--- config.mk ---
export PLATFORM = sky130hd
export DESIGN_NAME = jump_scheduler
export DESIGN_NICKNAME = d
export VERILOG_FILES = /design/src/rtl/jump_scheduler.sv
export SDC_FILE = /design/constraint.sdc
export NUM_CORES = 1
export LEC_CHECK = 0
export CORE_MARGIN = 2
export CORE_UTILIZATION = 40
export CTS_CLUSTER_DIAMETER = 80
export DETAILED_ROUTE_END_ITERATION = 8
export PLACE_DENSITY = 0.64
export SYNTH_ARGS = -nofsm -noshare
export SYNTH_HDL_FRONTEND = slang
export SYNTH_SLANG_ARGS = --single-unit
--- constraint.sdc ---
create_clock -name clk -period 2.2 [get_ports clk]
set_input_delay 0.44 -clock clk [delete_from_list [all_inputs] [get_ports clk]]
set_output_delay 0.44 -clock clk [all_outputs]
set_load 0.01 [all_outputs]
--- src/rtl/jump_scheduler.sv ---
// Keyboard-to-jump scheduler: queues left/right key presses and issues them as
// single-cycle jump pulses, one in flight at a time, with fail/timeout flush.
module jump_scheduler #(
  parameter int         FIFO_DEPTH      = 4,
  parameter int         LAND_TIMEOUT_MS = 2000,
  parameter logic [1:0] KEY_LEFT        = 2'b01,
  parameter logic [1:0] KEY_RIGHT       = 2'b10
) (
  input  logic                          clk,
  input  logic                          rst,
  input  logic                          module_en,
  input  logic [1:0]                    key,
  input  logic                          one_ms_tick,
  input  logic                          landed,
  input  logic                          jump_fail,
  output logic                          jump_left,
  output logic                          jump_right,
  output logic                          busy,
  output logic [$clog2(FIFO_DEPTH):0]   queue_count,
  output logic                          overflow,
  output logic                          timeout
);

  localparam int PW = $clog2(FIFO_DEPTH);
  localparam int CW = PW + 1;

  localparam logic [1:0] ST_IDLE  = 2'd0;
  localparam logic [1:0] ST_FIRE  = 2'd1;
  localparam logic [1:0] ST_AIR   = 2'd2;
  localparam logic [1:0] ST_FLUSH = 2'd3;

  logic [1:0]            state_reg, state_next;
  logic [1:0]            key_q_reg;
  logic [PW-1:0]         wr_ptr_reg, rd_ptr_reg;
  logic [CW-1:0]         count_reg, count_next;
  logic [FIFO_DEPTH-1:0] fifo_mem_reg;
  logic [FIFO_DEPTH-1:0] wr_en;
  logic                  dir_reg;
  logic                  jump_left_reg, jump_right_reg;
  logic                  overflow_reg, timeout_reg;
  logic [15:0]           timer_reg;

  logic request, accept_window, full, push, drop, pop, push_dir;
  logic timer_hit, clear_queue, timeout_next;

  // A request is an edge into a direction key; holding it produces nothing more.
  assign request       = ((key == KEY_LEFT) || (key == KEY_RIGHT)) && (key != key_q_reg);
  assign push_dir      = (key == KEY_RIGHT);
  assign accept_window = module_en && (state_reg != ST_FLUSH);
  assign full          = (count_reg == CW'(FIFO_DEPTH));
  assign push          = request && accept_window && !full;
  assign drop          = request && accept_window && full;
  assign pop           = module_en && (state_reg == ST_IDLE) && (count_reg != '0);
  assign timer_hit     = one_ms_tick &&
                         (({1'b0, timer_reg} + 17'd1) >= 17'(LAND_TIMEOUT_MS));

  for (genvar gi = 0; gi < FIFO_DEPTH; gi++) begin : g_wr_en
    assign wr_en[gi] = push && (wr_ptr_reg == PW'(gi));
  end

  always_comb begin
    state_next   = state_reg;
    timeout_next = 1'b0;
    case (state_reg)
      ST_IDLE:  if (pop) state_next = ST_FIRE;
      ST_FIRE:  state_next = ST_AIR;
      ST_AIR: begin
        if (jump_fail) begin
          state_next = ST_FLUSH;
        end else if (landed) begin
          state_next = ST_IDLE;
        end else if (timer_hit) begin
          state_next   = ST_FLUSH;
          timeout_next = 1'b1;
        end
      end
      default:  state_next = ST_IDLE;
    endcase
    if (!module_en) begin
      state_next   = ST_IDLE;
      timeout_next = 1'b0;
    end
  end

  // The queue empties on the edge entering FLUSH, so a press racing that edge is lost too.
  assign clear_queue = !module_en || (state_reg == ST_FLUSH) ||
                       ((state_reg == ST_AIR) && (state_next == ST_FLUSH));

  always_comb begin
    count_next = count_reg + CW'(push) - CW'(pop);
    if (clear_queue) count_next = '0;
  end

  always_ff @(posedge clk or negedge rst) begin
    if (!rst) begin
      state_reg      <= ST_IDLE;
      key_q_reg      <= 2'b00;
      wr_ptr_reg     <= '0;
      rd_ptr_reg     <= '0;
      count_reg      <= '0;
      fifo_mem_reg   <= '0;
      dir_reg        <= 1'b0;
      jump_left_reg  <= 1'b0;
      jump_right_reg <= 1'b0;
      overflow_reg   <= 1'b0;
      timeout_reg    <= 1'b0;
      timer_reg      <= '0;
    end else begin
      key_q_reg      <= key;
      state_reg      <= state_next;
      count_reg      <= count_next;
      overflow_reg   <= drop;
      timeout_reg    <= timeout_next;
      jump_left_reg  <= module_en && (state_reg == ST_FIRE) && !dir_reg;
      jump_right_reg <= module_en && (state_reg == ST_FIRE) && dir_reg;

      for (int i = 0; i < FIFO_DEPTH; i++) begin
        if (wr_en[i]) fifo_mem_reg[i] <= push_dir;
      end

      if (clear_queue) begin
        wr_ptr_reg <= '0;
        rd_ptr_reg <= '0;
      end else begin
        if (push) wr_ptr_reg <= wr_ptr_reg + PW'(1);
        if (pop) begin
          rd_ptr_reg <= rd_ptr_reg + PW'(1);
          dir_reg    <= fifo_mem_reg[rd_ptr_reg];
        end
      end

      if (!module_en || (state_reg == ST_FIRE)) begin
        timer_reg <= '0;
      end else if ((state_reg == ST_AIR) && one_ms_tick) begin
        timer_reg <= timer_reg + 16'd1;
      end
    end
  end

  assign jump_left   = jump_left_reg;
  assign jump_right  = jump_right_reg;
  assign busy        = (state_reg != ST_IDLE);
  assign queue_count = count_reg;
  assign overflow    = overflow_reg;
  assign timeout     = timeout_reg;

endmodule
* Word level (Yosys, flattened, before mapping)
Cells that the tools add are included.
** Cells by class
- Magnitude comparators :: 2
- Bitwise logic cells :: 1
- Add/subtract/negate cells :: 6
- Muxes and demuxes :: 20
- Equality and inequality tests :: 12
- Reductions and logical operators :: 32
** Operators with widths (number)
- two-way mux 16 bit :: 2
- two-way mux 2 bit :: 9
- adder 16 x 1 -> 17 bit (second input constant) :: 1
- greater-or-equal comparator 17 x 11 -> 1 bit (second input constant) :: 1
- logical AND 1 bit :: 17
- adder 16 x 1 -> 16 bit (second input constant) :: 1
- equality test 2 bit (second input constant) :: 6
- nonzero test 2 bit :: 4
- equality test 2 x 1 -> 1 bit (second input constant) :: 3
- two-way mux 1 bit :: 6
- case mux 2 bit (3 select lines) :: 1
- adder 2 x 1 -> 2 bit (second input constant) :: 2
- zero test 2 bit :: 2
- logical OR 1 bit :: 4
- adder 3 x 1 -> 3 bit :: 1
- equality test 3 bit (second input constant) :: 1
- zero test 1 bit :: 3
- < comparator 2 x 3 -> 1 bit (second input constant) :: 1
- two-way mux 3 bit :: 1
- nonzero test 3 bit :: 1
- subtractor 3 x 1 -> 3 bit :: 1
- binary-select mux 1 bit (select 2 bit) :: 1
- inequality test 2 bit :: 1
- inequality test 2 bit (second input constant) :: 1
- 2 further kinds :: 2
** Storage, ports and cells
- Input bits :: 8
- Word-level logic and storage cells :: 88
- Flip-flop bits (word level) :: 36

* Logic depth before layout (Yosys ltp)
- Depth after elaboration :: 13
- Mapped depth :: 13

* Worst setup path before layout
OpenSTA, ideal clock, no wires.
- Path type :: input to register
- From :: input port key[0]
- To :: register count_reg[2], in the netlist queue_count[2]
- Path buffers :: 0
- Required time :: 2.081 ns
- Stages on the path :: 13
- Arrival time :: 2.541 ns
- Path slack :: -0.460 ns
- Cell sequence :: inv_1 ha_1 a211oi_1 a21boi_2 inv_1 ha_1 inv_1 ha_1 inv_1 fa_1 xor2_1 xnor2_1 nor2_2
** Between the ends
- Word-level cells in the longest chain between the ends :: 8
- Elaborated cells on any way between the ends :: 10
- Classes of those cells :: 2 x add/sub; 3 x eq/ne; 1 x mux; 4 x reduce/logical
** Ends and longest elaborated chain
- start: declaration :: RTL line 12 : input logic [1:0] key,
- equality test 2 x 1 -> 1 bit / equality test 2 bit (equally long branches) :: RTL line 47 : assign request = ((key == KEY_LEFT) || (key == KEY_RIGHT)) && (key != key_q_reg);
- logical OR 1 bit :: RTL line 47
- logical AND 1 bit * :: RTL line 47
- logical AND 1 bit * (2 in series) :: RTL line 51 : assign push = request && accept_window && !full;
- adder 3 x 1 -> 3 bit * :: RTL line 90 : count_next = count_reg + CW'(push) - CW'(pop);
- subtractor 3 x 1 -> 3 bit * :: RTL line 90
- two-way mux 3 bit * :: RTL line 91 : if (clear_queue) count_next = '0;
- via count_next[2] :: RTL line 35 : logic [CW-1:0] count_reg, count_next;
- end signal: assignment :: RTL line 111 : count_reg <= count_next;
- end: declaration :: RTL line 35
Mark *: on every way through the listed nets, which the timed path passes. The rest lies on a longest branch.
A chain may end at the register's enable or synchronous reset.

* Worst setup path in the final report
- From :: register state_reg[0]
- To :: register count_reg[2], in the netlist queue_count[2]
** Between the ends
- Word-level cells in the longest chain between the ends :: 10
- Elaborated cells on any way between the ends :: 23
- Classes of those cells :: 2 x add/sub; 5 x eq/ne; 7 x mux; 9 x reduce/logical
** Ends and longest elaborated chain
- start: declaration :: RTL line 32 : logic [1:0] state_reg, state_next;
- start signal: assignment :: RTL line 110 : state_reg <= state_next;
- branches (longest 9 deep; another with adder 3 x 1 -> 3 bit)
- two-way mux 3 bit * :: RTL line 91
- via count_next[2] :: RTL line 35
Mark *: on every way through the listed nets, which the timed path passes.

==> results.rst <==
.. list-table::
   :header-rows: 1

   * - Metric
     - Value
   * - Result of the run
     - finished, violations left
   * - Failing checks
     - negative setup slack
   * - Worst endpoint data arrival time
     - 2590 ps
   * - Die Width
     - 76.2 µm
   * - Clock-pin transition on the worst setup and hold timing paths
     - 80 ps
   * - Commonest cells post-synth
     - 36 x sky130_fd_sc_hd__dfrtp_1, 20 x sky130_fd_sc_hd__nand2_1, 14 x sky130_fd_sc_hd__o21ai_0
   * - Syn Area/Cell
     - 10.1 µm²
   * - Net count after synthesis
     - 225
   * - DRT Wirelength
     - 4290 µm
   * - Data required time of the critical path
     - 2390 ps
   * - Post-synth cell types
     - 51
   * - Most frequently used cell type in the post-synthesis netlist
     - sky130_fd_sc_hd__dfrtp_1
   * - I/O Buffers
     - 15
   * - Number of maximum-capacitance constraint violations
     - 0
   * - Rows
     - 26
   * - Sum of overflow across all layers after global routing
     - 0
   * - Clock sink total
     - 36
   * - CTS Buf Count
     - 5
   * - Gate count after technology mapping
     - 207
   * - Relative slew slack
     - 46.6%
   * - Pleak
     - 1.18 nW
   * - Number of detailed-route iterations in the first pass
     - 4
   * - Slew at the pin closest to its max-slew limit
     - 802 ps
   * - Global-route wire length before repair
     - 7310 µm
   * - Maximum number of pins on one net before global-route repair
     - 37
   * - Number of global-route vias before repair
     - 1617
   * - Max-slew violation total from the final report
     - 0
   * - Max Freq
     - 417 MHz
   * - Worst-case setup slack after placement
     - -960 ps
   * - Longest Clk Path Bufs
     - 2
   * - Diodes inserted
     - 0
   * - Cell area after layout
     - 2660 µm²
   * - CP endpoint kind
     - register
   * - Buffer cell driving the clock tree root
     - sky130_fd_sc_hd__clkbuf_8
   * - Clock tree from TritonCTS
     - yes
   * - Share of synthesized flip-flops with an asynchronous set or reset
     - 100%
   * - HPWL after detailed placement
     - 2950 µm
   * - Setup TNS
     - -210 ps
   * - H-tree depth
     - 2
   * - WL/cell
     - 13.8 µm
   * - Worst supply voltage drop on vdd
     - 0.552 mV
   * - Vertical extent of the die
     - 76.2 µm
   * - Post-route minimum period
     - 2400 ps
   * - Via count
     - 1676
   * - Type of the worst min-delay path
     - primary input to async pin
   * - Final core utilization
     - 52.3%
   * - Most area-consuming cells after synthesis
     - sky130_fd_sc_hd__dfrtp_1 43%, sky130_fd_sc_hd__ha_1 5.4%, sky130_fd_sc_hd__nand2_1 3.6%
   * - Synth top area share
     - 43.2%
   * - Ys Warns
     - 0
   * - Residual DRC
     - 0
   * - RSZ-0062 raised after global routing
     - yes
   * - 1st-iter DRT viols
     - 84
   * - Final clock period utilization by the worst path
     - 109%
   * - Proportion of layout cells with a drive suffix above 1
     - 26.1%
   * - Largest area contributor in the netlist
     - sky130_fd_sc_hd__dfrtp_1
   * - Post-detailed-route count of antenna-violating nets
     - 0
   * - Number of vias per cell
     - 5.39
   * - Initial cell density of the core
     - 41.1%
   * - Core region area
     - 5070 µm²
   * - Area added between synthesis and finish
     - 27.4%
   * - Top_reg_cell synth
     - sky130_fd_sc_hd__dfrtp_1
   * - Cts-stage hold buffer count
     - 0
   * - Gr usage total
     - 15.5%
   * - Area of the die
     - 5800 µm²
   * - Nets
     - 258
   * - Kind of start point of the critical path
     - register
   * - Routability Congestion
     - 0.771
   * - Crit path max fanout
     - 6
   * - Number of flip-flops under the largest register name
     - 16
   * - Initial antenna violation count
     - 0
   * - Slack of the critical path
     - -197 ps
   * - Worst clock skew on the final layout
     - 4.67 ps
   * - Pwr dens
     - 900 nW/µm²
   * - Critical path class
     - register to register
   * - Number of synthesized register bits
     - 36
   * - Number of enable flip-flop cells after synthesis
     - 0
   * - Number of hold violations in the final report
     - 0
   * - I/O pin count
     - 16
   * - Cell area after synthesis
     - 2080 µm²
   * - Total setup violations reported at the end of the flow
     - 2
   * - Power Total
     - 0.00239 W
   * - Source-to-sink clock delay at the later pin of the worst-skew pair
     - 290 ps
   * - Instance area at placement
     - 2430 µm²
   * - Seq/Total Area, Yosys
     - 43.2%
[critical path, stage by stage, from the launching register on]
cell                      delay (ps)
sky130_fd_sc_hd__dfrtp_1         380
sky130_fd_sc_hd__buf_4           150
sky130_fd_sc_hd__or2_4           270
sky130_fd_sc_hd__nor3b_4         260
sky130_fd_sc_hd__ha_4            240
sky130_fd_sc_hd__inv_2            60
sky130_fd_sc_hd__ha_4            120
sky130_fd_sc_hd__inv_2            30
sky130_fd_sc_hd__fa_2            370
sky130_fd_sc_hd__xor2_1          150
sky130_fd_sc_hd__xnor2_1         210
sky130_fd_sc_hd__nor2_2           40
[worst paths after layout]
check,from,end,slack [ps],cells after the start
min reg2reg,dir_reg,jump_left,460,1
min,rst,timer_reg[7],230,1
min in group clk,key[1],key_q_reg[1],340,1
max reg2reg,state_reg[0],queue_count[2],-200,11
max,state_reg[0],queue_count[2],-200,11
max in group asynchronous,rst,timer_reg[3],1460,1
[placed cells by master (no fill, tap or decap), types with 3 or more instances in the layout]
| cell | instances |
|---|---|
| sky130_fd_sc_hd__bufinv_16 | 3 |
| sky130_fd_sc_hd__nand2_1 | 19 |
| sky130_fd_sc_hd__xnor2_1 | 3 |
| sky130_fd_sc_hd__buf_2 | 3 |
| sky130_fd_sc_hd__ha_4 | 3 |
| sky130_fd_sc_hd__inv_1 | 4 |
| sky130_fd_sc_hd__nand3_1 | 6 |
| sky130_fd_sc_hd__xor2_1 | 6 |
| sky130_fd_sc_hd__clkdlybuf4s50_1 | 11 |
| sky130_fd_sc_hd__nor2_1 | 12 |
| sky130_fd_sc_hd__o21ai_1 | 3 |
| sky130_fd_sc_hd__buf_4 | 19 |
| sky130_fd_sc_hd__ha_1 | 6 |
| sky130_fd_sc_hd__dfrtp_1 | 36 |
| sky130_fd_sc_hd__nand4_1 | 5 |
| sky130_fd_sc_hd__nor2b_1 | 4 |
| sky130_fd_sc_hd__a21oi_1 | 6 |
| sky130_fd_sc_hd__and3_1 | 4 |
| sky130_fd_sc_hd__nor4_2 | 3 |
| sky130_fd_sc_hd__inv_2 | 3 |
| sky130_fd_sc_hd__mux2_1 | 4 |
| sky130_fd_sc_hd__clkbuf_8 | 5 |
| sky130_fd_sc_hd__o31ai_1 | 8 |
| sky130_fd_sc_hd__nor2_2 | 7 |
| sky130_fd_sc_hd__o21ai_0 | 14 |
[stage by stage]
| stage | hold WS [ps] | cells |
|---|---|---|
| floorplan | 144 | 207 |
| finish | 232 | 311 |
| detailed placement | 457 | 300 |
| global placement | 456 | 300 |
| global route | 315 | 311 |
| CTS | 266 | 309 |
[layer usage]
| metal | wire length (µm) | GRT usage [%] | share of wire, % |
|---|---|---|---|
| met5 | 0 | 0 | 0 |
| met2 | 2070 | 26.4 | 48 |
| met4 | 70 | 4.55 | 1.6 |
| met3 | 210 | 3.44 | 4.9 |
| met1 | 1940 | 19.8 | 45 |
[logic make-up after synthesis]
kind of cell / count (synthesis) / synth area share [%]
and+or+nand+nor: 79 / 22.3
xor gates and xnor gates: 11 / 4.62
adders and majority gates: 10 / 6.36
DFF: 36 / 43.2
AOI/OAI and AO/OA: 47 / 15.5
buffers and inverters: 16 / 3.30
muxes: 8 / 4.74
[power by group]
| part | switching, W | internal, W |
|---|---|---|
| Combinational | 0.000334 | 0.000377 |
| Sequential | 0.0000914 | 0.000761 |
| Clock | 0.000258 | 0.000567 |
[what timing repair did]
item,4_1_cts,5_1_grt
gates resized for setup,11,8
setup endpoints to repair,3,5
pin swaps,5,5
setup buffers,1,2
[final cells by class]
type	instances	area (µm²)
Timing Repair Buffer	34	277
Fill cell	469	2420
Inverter	8	35.0
Sequential cell	36	901
Clock inverter	3	90.1
Multi-Input combinational cell	155	1200
Clock buffer	5	68.8
Tap cell	70	87.6
Note: power is estimated with default switching activity, not from simulation.
